File: src/rtl/scaler2_pkg.sv
// rtl/scaler2_pkg.sv - shared constants and helpers for the scaler2 pipeline
package scaler2_pkg;

  localparam int LINEAR_INTERP_LATENCY = 5;

  // Per-sample flags carried alongside the datapath
  typedef struct packed {
    logic de;
    logic sol;
    logic sof;
  } li_flags_t;

  function automatic int coe_one(input int coe_width);
    return 1 << (coe_width - 1);
  endfunction

  function automatic int round_const(input int coe_width);
    return 1 << (coe_width - 2);
  endfunction

endpackage

File: src/rtl/linear_interp_mac.sv
// rtl/linear_interp_mac.sv - multiply/add/round/saturate stages of linear_interp (3-clk latency)
module linear_interp_mac
  import scaler2_pkg::*;
#(
  parameter int COE_WIDTH   = 10,
  parameter int PIXEL_WIDTH = 8
) (
  input  logic                   clk,
  input  logic                   rst_n,
  input  logic                   valid_i,
  input  logic                   bypass_i,
  input  logic [PIXEL_WIDTH-1:0] p_prev_i,
  input  logic [PIXEL_WIDTH-1:0] p_cur_i,
  input  logic [COE_WIDTH-1:0]   coe0_i,
  input  logic [COE_WIDTH-1:0]   coe1_i,
  output logic [PIXEL_WIDTH-1:0] do_o
);

  localparam int MW    = PIXEL_WIDTH + COE_WIDTH;
  localparam int SW    = MW + 1;
  localparam int SHIFT = $clog2(coe_one(COE_WIDTH));
  localparam int QW    = SW - SHIFT;
  localparam logic [SW-1:0] RND = SW'(round_const(COE_WIDTH));

  logic [MW-1:0]          w_prev_x, w_cur_x, w_coe0_x, w_coe1_x;
  logic [QW-1:0]          w_q;
  logic [PIXEL_WIDTH-1:0] w_sat;

  logic                   r3_v, r3_byp, r4_v, r4_byp;
  logic [PIXEL_WIDTH-1:0] r3_pix, r4_pix;
  logic [MW-1:0]          r3_m0, r3_m1;
  logic [SW-1:0]          r4_sum;

  assign w_prev_x = {{COE_WIDTH{1'b0}}, p_prev_i};
  assign w_cur_x  = {{COE_WIDTH{1'b0}}, p_cur_i};
  assign w_coe0_x = {{PIXEL_WIDTH{1'b0}}, coe0_i};
  assign w_coe1_x = {{PIXEL_WIDTH{1'b0}}, coe1_i};

  // Any bit above the pixel range means the weighted sum overshot white
  assign w_q   = r4_sum[SW-1:SHIFT];
  assign w_sat = (|w_q[QW-1:PIXEL_WIDTH]) ? '1 : w_q[PIXEL_WIDTH-1:0];

  always_ff @(posedge clk) begin
    if (!rst_n) begin
      r3_v   <= 1'b0;
      r3_byp <= 1'b0;
      r3_pix <= '0;
      r3_m0  <= '0;
      r3_m1  <= '0;
      r4_v   <= 1'b0;
      r4_byp <= 1'b0;
      r4_pix <= '0;
      r4_sum <= '0;
      do_o   <= '0;
    end else begin
      r3_v <= valid_i;
      if (valid_i) begin
        r3_m0  <= w_prev_x * w_coe0_x;
        r3_m1  <= w_cur_x * w_coe1_x;
        r3_pix <= p_cur_i;
        r3_byp <= bypass_i;
      end
      r4_v <= r3_v;
      if (r3_v) begin
        r4_sum <= {1'b0, r3_m0} + {1'b0, r3_m1} + RND;
        r4_pix <= r3_pix;
        r4_byp <= r3_byp;
      end
      if (r4_v) begin
        do_o <= r4_byp ? r4_pix : w_sat;
      end
    end
  end

endmodule

File: src/rtl/linear_interp.sv
// rtl/linear_interp.sv - horizontal linear interpolator top; LINEAR_INTERP_BYPASS_EN adds bypass_i
module linear_interp
  import scaler2_pkg::*;
#(
  parameter int STEP        = 4096,
  parameter int COE_WIDTH   = 10,
  parameter int PIXEL_WIDTH = 8
) (
  input  logic                        clk,
  input  logic                        rst_n,
  input  logic [PIXEL_WIDTH-1:0]      di_i,
  input  logic                        de_i,
  input  logic                        sol_i,
  input  logic                        sof_i,
`ifdef LINEAR_INTERP_BYPASS_EN
  input  logic                        bypass_i,
`endif
  input  logic [$clog2(STEP/2)-1:0]   dx_i,
  output logic [$clog2(STEP/2)-1:0]   dx_o,
  input  logic [COE_WIDTH-1:0]        coe0_i,
  input  logic [COE_WIDTH-1:0]        coe1_i,
  output logic [PIXEL_WIDTH-1:0]      do_o,
  output logic                        de_o,
  output logic                        sol_o,
  output logic                        sof_o
);

  localparam int LAT = LINEAR_INTERP_LATENCY;

  logic                   w_byp;
  logic [PIXEL_WIDTH-1:0] r_last;
  logic                   r_first;
  logic [PIXEL_WIDTH-1:0] r1_prev, r1_cur, r2_prev, r2_cur;
  logic                   r1_byp, r2_byp;
  li_flags_t              r_flags [LAT];

`ifdef LINEAR_INTERP_BYPASS_EN
  assign w_byp = bypass_i;
`else
  assign w_byp = 1'b0;
`endif

  // r_first forces edge replication on the first pixel after reset, even without sol_i
  always_ff @(posedge clk) begin
    if (!rst_n) begin
      dx_o    <= '0;
      r_last  <= '0;
      r_first <= 1'b1;
      r1_prev <= '0;
      r1_cur  <= '0;
      r1_byp  <= 1'b0;
      r2_prev <= '0;
      r2_cur  <= '0;
      r2_byp  <= 1'b0;
      for (int i = 0; i < LAT; i++) r_flags[i] <= '0;
    end else begin
      r_flags[0] <= '{de: de_i, sol: de_i & sol_i, sof: de_i & sof_i};
      for (int i = 1; i < LAT; i++) r_flags[i] <= r_flags[i-1];
      if (de_i) begin
        dx_o    <= dx_i;
        r1_cur  <= di_i;
        r1_prev <= (sol_i || r_first) ? di_i : r_last;
        r1_byp  <= w_byp;
        r_last  <= di_i;
        r_first <= 1'b0;
      end
      if (r_flags[0].de) begin
        r2_prev <= r1_prev;
        r2_cur  <= r1_cur;
        r2_byp  <= r1_byp;
      end
    end
  end

  linear_interp_mac #(
    .COE_WIDTH  (COE_WIDTH),
    .PIXEL_WIDTH(PIXEL_WIDTH)
  ) u_mac (
    .clk     (clk),
    .rst_n   (rst_n),
    .valid_i (r_flags[1].de),
    .bypass_i(r2_byp),
    .p_prev_i(r2_prev),
    .p_cur_i (r2_cur),
    .coe0_i  (coe0_i),
    .coe1_i  (coe1_i),
    .do_o    (do_o)
  );

  assign de_o  = r_flags[LAT-1].de;
  assign sol_o = r_flags[LAT-1].sol;
  assign sof_o = r_flags[LAT-1].sof;

endmodule

File: config.mk
export PLATFORM = sky130hd
export DESIGN_NAME = linear_interp
export DESIGN_NICKNAME = d
export VERILOG_FILES = /design/src/rtl/scaler2_pkg.sv /design/src/rtl/linear_interp_mac.sv /design/src/rtl/linear_interp.sv
export SDC_FILE = /design/constraint.sdc
export NUM_CORES = 1
export LEC_CHECK = 0
export ABC_AREA = 1
export CAP_MARGIN = 5
export CORE_MARGIN = 4
export CORE_UTILIZATION = 60
export DETAILED_ROUTE_END_ITERATION = 8
export PLACE_DENSITY = 0.91
export RECOVER_POWER = 50
export SYNTH_ARGS = -nofsm -noshare
export SYNTH_HDL_FRONTEND = slang
export SYNTH_HIERARCHICAL = 1
export SYNTH_SLANG_ARGS = --single-unit
File: constraint.sdc
create_clock -name clk -period 11.7 [get_ports clk]
set_clock_uncertainty 0.1 [all_clocks]
set_input_delay 1.17 -clock clk [delete_from_list [all_inputs] [get_ports clk]]
set_output_delay 1.17 -clock clk [all_outputs]
set_load 0.02 [all_outputs]
# After elaboration in Yosys (flattened, before gate mapping)
# Memory sizes are Yosys's and may differ from the RTL's.
# Cells that the tools add are included.
# op_classes
addsub,2
n_mul,2
mux,9
n_bitwise,7
n_reduce_logical,2
# op_table
operator,count
8-bit by 10-bit multiplier with 18-bit output,2
18-bit by 18-bit adder with 19-bit output,1
"19-bit by 9-bit adder with 19-bit output, second input constant",1
8-bit two-way mux,2
3-bit two-way mux,5
1-bit bitwise OR,5
1-bit AND,2
1-bit two-way mux,2
2-bit OR reduction,1
1-bit logical OR,1
# word_totals
regBits,109
ram_bits,15
n_memories,1
# mem_list
memory,depth,width,read_ports,rd_clocked_by_memory_dff,wr,line,text
r_flags,5,3,5,0,5,linear_interp.sv:35,li_flags_t r_flags [LAT];

# Logic depth before layout (Yosys ltp)
# logic_depth
depth_word,2
ltp_mapped,22

# Modules after synthesis
# Netlist, hierarchy kept.
# modules_own_cells
module,instances,cells_per_inst,area_per_inst_um2,seq_area_each_um2
linear_interp_mac,1,1371,9382.7,1481.4
linear_interp,1,270,2083.2,1181.1

# Least setup slack after synthesis
# OpenSTA, ideal clock, no wires.
# synth_timing
path_type,input port to flip-flop
from,input port coe1_i[1]
to,register u_mac.r3_m1[11]
setup_time_ns,0.113
arrival_ns,4.675
t_required_ns,11.487
path_slack_ns,6.812
stages,18
path_cell_list,clkbuf_2 > nand2_1 > inv_1 > fa_1 > fa_1 > fa_1 > inv_1 > fa_1 > inv_1 > ha_1 > a21oi_1 > nand2_4 > nand2_1 > nand2_1 > nand2_1 > nand2_1 > o21ai_1 > inv_1
# synth_via
elab_chain_cells,1
# synth_rtl
item,line,text
"start, declared",linear_interp.sv:21,"input logic [COE_WIDTH-1:0] coe1_i,"
8-bit by 10-bit multiplier with 18-bit output,linear_interp_mac.sv:59,r3_m1 <= w_cur_x * w_coe1_x;
"end signal, assigned",linear_interp_mac.sv:59,
"end, declared",linear_interp_mac.sv:31,"logic [MW-1:0] r3_m0, r3_m1;"
# No other way between the ends.
# A chain may end at the register's enable or synchronous reset.

==> out/metrics.cfg <==
[global_route]
grt_pass1_wl_um = 45110
grt_usage = 0.2496
grt_max_degree = 72
antenna_found_initial = 0
first_global_vias = 10010
overflow = 0

[worst_setup_path]
critPathMaxStageDelay_ns = 1.87
arrival_ns = 5.55
slowest_stage = clkbuf_1
required_ns = 11.96
crit_chain = clkbuf_1, clkbuf_1, inv_1, a21oi_1, o21ai_0, inv_1
criticalPathCategory = in -> reg
crit_path_end_kind = flip-flop
path_max_fanout = 71
path_buf_inv = 4
start_kind = input port
cpLargestDelayFamily = buffers and inverters

[status]
status = complete, but fails checks
violations = capacitance limit, slew limit

[route]
antenna_left = 0
totalWireLength_um = 26130
drtPass1Iterations = 5
dr_total_vias = 10080
drtIter0Drc = 712
viasPerCell = 5.297
wl_per_cell_um = 13.73
route.detailed.drc = 0

[synth]
synth_area_leaders = dfxtp_1 23%, fa_1 17%, ha_1 12%, nand2_1 12%, inv_1 11%
synth_cells = 1641
synth_edf_count = 0
seq_area_frac_synth = 0.2322
synthArstFlopShare = 0
synth-seq-cells = 133
synth_top_area_share = 0.2322
synth_top_area_cell = dfxtp_1
syn_avg_cell_area_um2 = 6.987
synthesis.area_um2 = 11470
synth-warning-count = 6
syn_nets = 1890
ys.flop_type = dfxtp_1
ys_types = 38

[clock_tree]
post_cts_buffers = 0
clkTransAtPathRegs_ns = 0.07
clock_latency_ns = 0.42
cts_tree = built
cts_buffers = 17
ctsResizeCount = 0
clock_path_buffers = 2
clkSinkCount = 133
cts_hold_buf = 0
clock-root-buffer = clkbuf_16
htreeDepth = 4

[timing]
timing.hold.ws_ns = 0.3173
slew_violations = 115
rsz0062_at_grt = false
fmax_mhz = 189.1
fin_crit_ns = 5.287
relSlewSlack = -0.6733
min_period_over_period = 0.4519
setup_violations = 0
final_hold_viol_count = 0
tightest_slew_ns = 2.510
tns_ns = 0

[placed_design]
gp_congestion = 0.9394
numPortBuffers = 65
hpwlAfterDp_um = 19670

[floorplan]
row_count = 50
core_area_um2 = 18770
die_area_um2 = 21390
ios = 66
die_x_um = 146.2
die_h_um = 146.2
start_util = 0.6109

[power_and_ir_drop]
leakagePower_nw = 7.552
powerDensity_nw_per_um2 = 111.3
peakVddDrop_mv = 0.1355

[cells_and_area]
insertedDiodeCount = 0
layout-drive-gt1-share = 0.03415
nNetsFinal = 1905
final_core_util = 0.6764
n_fill_cell = 1547
area_delta_synth_final_pct = 10.72

[flow_run]
cap_violations = 2

[worst_hold_path]
hold_class = reg -> reg

## path summary, 6_finish.rpt
path	from	endpoint	slack, ns	cells after the start
hold / removal	r_flags[0][0]	r_flags[1][0]	0.32	2
setup / recovery	rst_n	u_mac/r3_m0[8]	6.41	6
setup reg to reg	r2_cur[6]	u_mac/r3_m1[14]	7.13	17
hold reg to reg	r_flags[0][0]	r_flags[1][0]	0.32	2
## routing by layer
| metal | share of wire | GRT usage | vias up |
|---|---|---|---|
| met3 | 0.058 | 0.04283 | 32 |
| met5 | 0 | 0 | - |
| met2 | 0.49 | 0.4249 | 308 |
| met1 | 0.44 | 0.3311 | 4769 |
| met4 | 0.017 | 0.06585 | 0 |
| li1 | - | - | 4971 |
## worst reg2reg max path, stage by stage, from the launching register on
cell and delay, ns:
dfxtp_1 0.71, nand2_1 0.11, inv_1 0.11, fa_1 0.45
fa_1 0.54, fa_1 0.54, inv_1 0.05, fa_1 0.53
inv_1 0.04, ha_1 0.36, a21oi_1 0.28, o21ai_0 0.16
nand2_1 0.09, nand3_1 0.08, nand2_1 0.07, inv_1 0.03
o21ai_0 0.16, inv_1 0.05
## logic make-up (layout without fill, tap and decap cells)
kind of cell	count (synthesis)	after routing	share of synthesized area
AO/OA/AOI/OAI	209	209	0.09581
XOR/XNOR	13	13	0.009930
adder cells (fa/ha/maj)	205	205	0.2866
buffers and inverters	425	453	0.1452
flip-flops	133	133	0.2322
other	1	1	0.0003271
AND/OR/NAND/NOR	655	655	0.2299
## final cells by class
type / count / area (um^2) / area share
flip-flops and latches: 133 / 2663 / 0.2097
inverters: 353 / 1328 / 0.1046
repair buffers: 68 / 663.1 / 0.05224
clock buffers: 17 / 425.4 / 0.03351
well taps: 234 / 292.8 / 0.02306
clock inverters: 15 / 185.2 / 0.01459
multi-input cells: 1083 / 7138 / 0.5623
## stage by stage
step                      total power, mW  instances  area, um^2  setup slack (ns)
after floorplan                    0.7691       1641       11470             6.812
after detailed placement           0.8628       1871       12090             6.072
final                               1.413       1903       12690             6.413
after global routing                1.497       1903       12690             5.837
after CTS                           1.414       1903       12700             6.494
after global placement             0.8500       1871       12090             6.156
## Yosys cell counts, drive strengths merged, types with 4 or more instances
library cell / count
nor2: 223
buf: 22
dfxtp: 133
xnor2: 4
xor2: 9
a31oi: 8
inv: 353
clkbuf: 50
nand3: 56
nand4: 4
a21oi: 62
o21bai: 5
ha: 109
nand2: 364
o21ai: 128
fa: 96
## power by group
group / switching (mW) / internal (mW)
Sequential: 0.0276 / 0.476
Clock: 0.228 / 0.324
Combinational: 0.220 / 0.136
Total: 0.476 / 0.936
## registers in the layout, summed over array words and instances, names as in the netlist, 8 cells and up
register      cells
u_mac/r3_m0      18
u_mac/r3_m1      18
r_flags          15
dx_o             11
u_mac/r4_sum     10
r1_prev           8
r2_cur            8
r2_prev           8
r_last            8
u_mac/do_o        8
u_mac/r3_pix      8
u_mac/r4_pix      8
## cells in the final DEF, fill, tap and decap left out, drive strengths merged, types with 4 or more instances in the layout
master / instances
xor2: 9
fa: 96
xnor2: 4
nor2: 223
dfxtp: 133
nand3: 56
a21oi: 62
clkdlybuf4s50: 64
nand4: 4
a31oi: 8
clkbuf: 19
inv: 362
o21ai: 128
ha: 109
o21bai: 5
nand2: 364
Note: power is estimated with default switching activity, not from simulation.
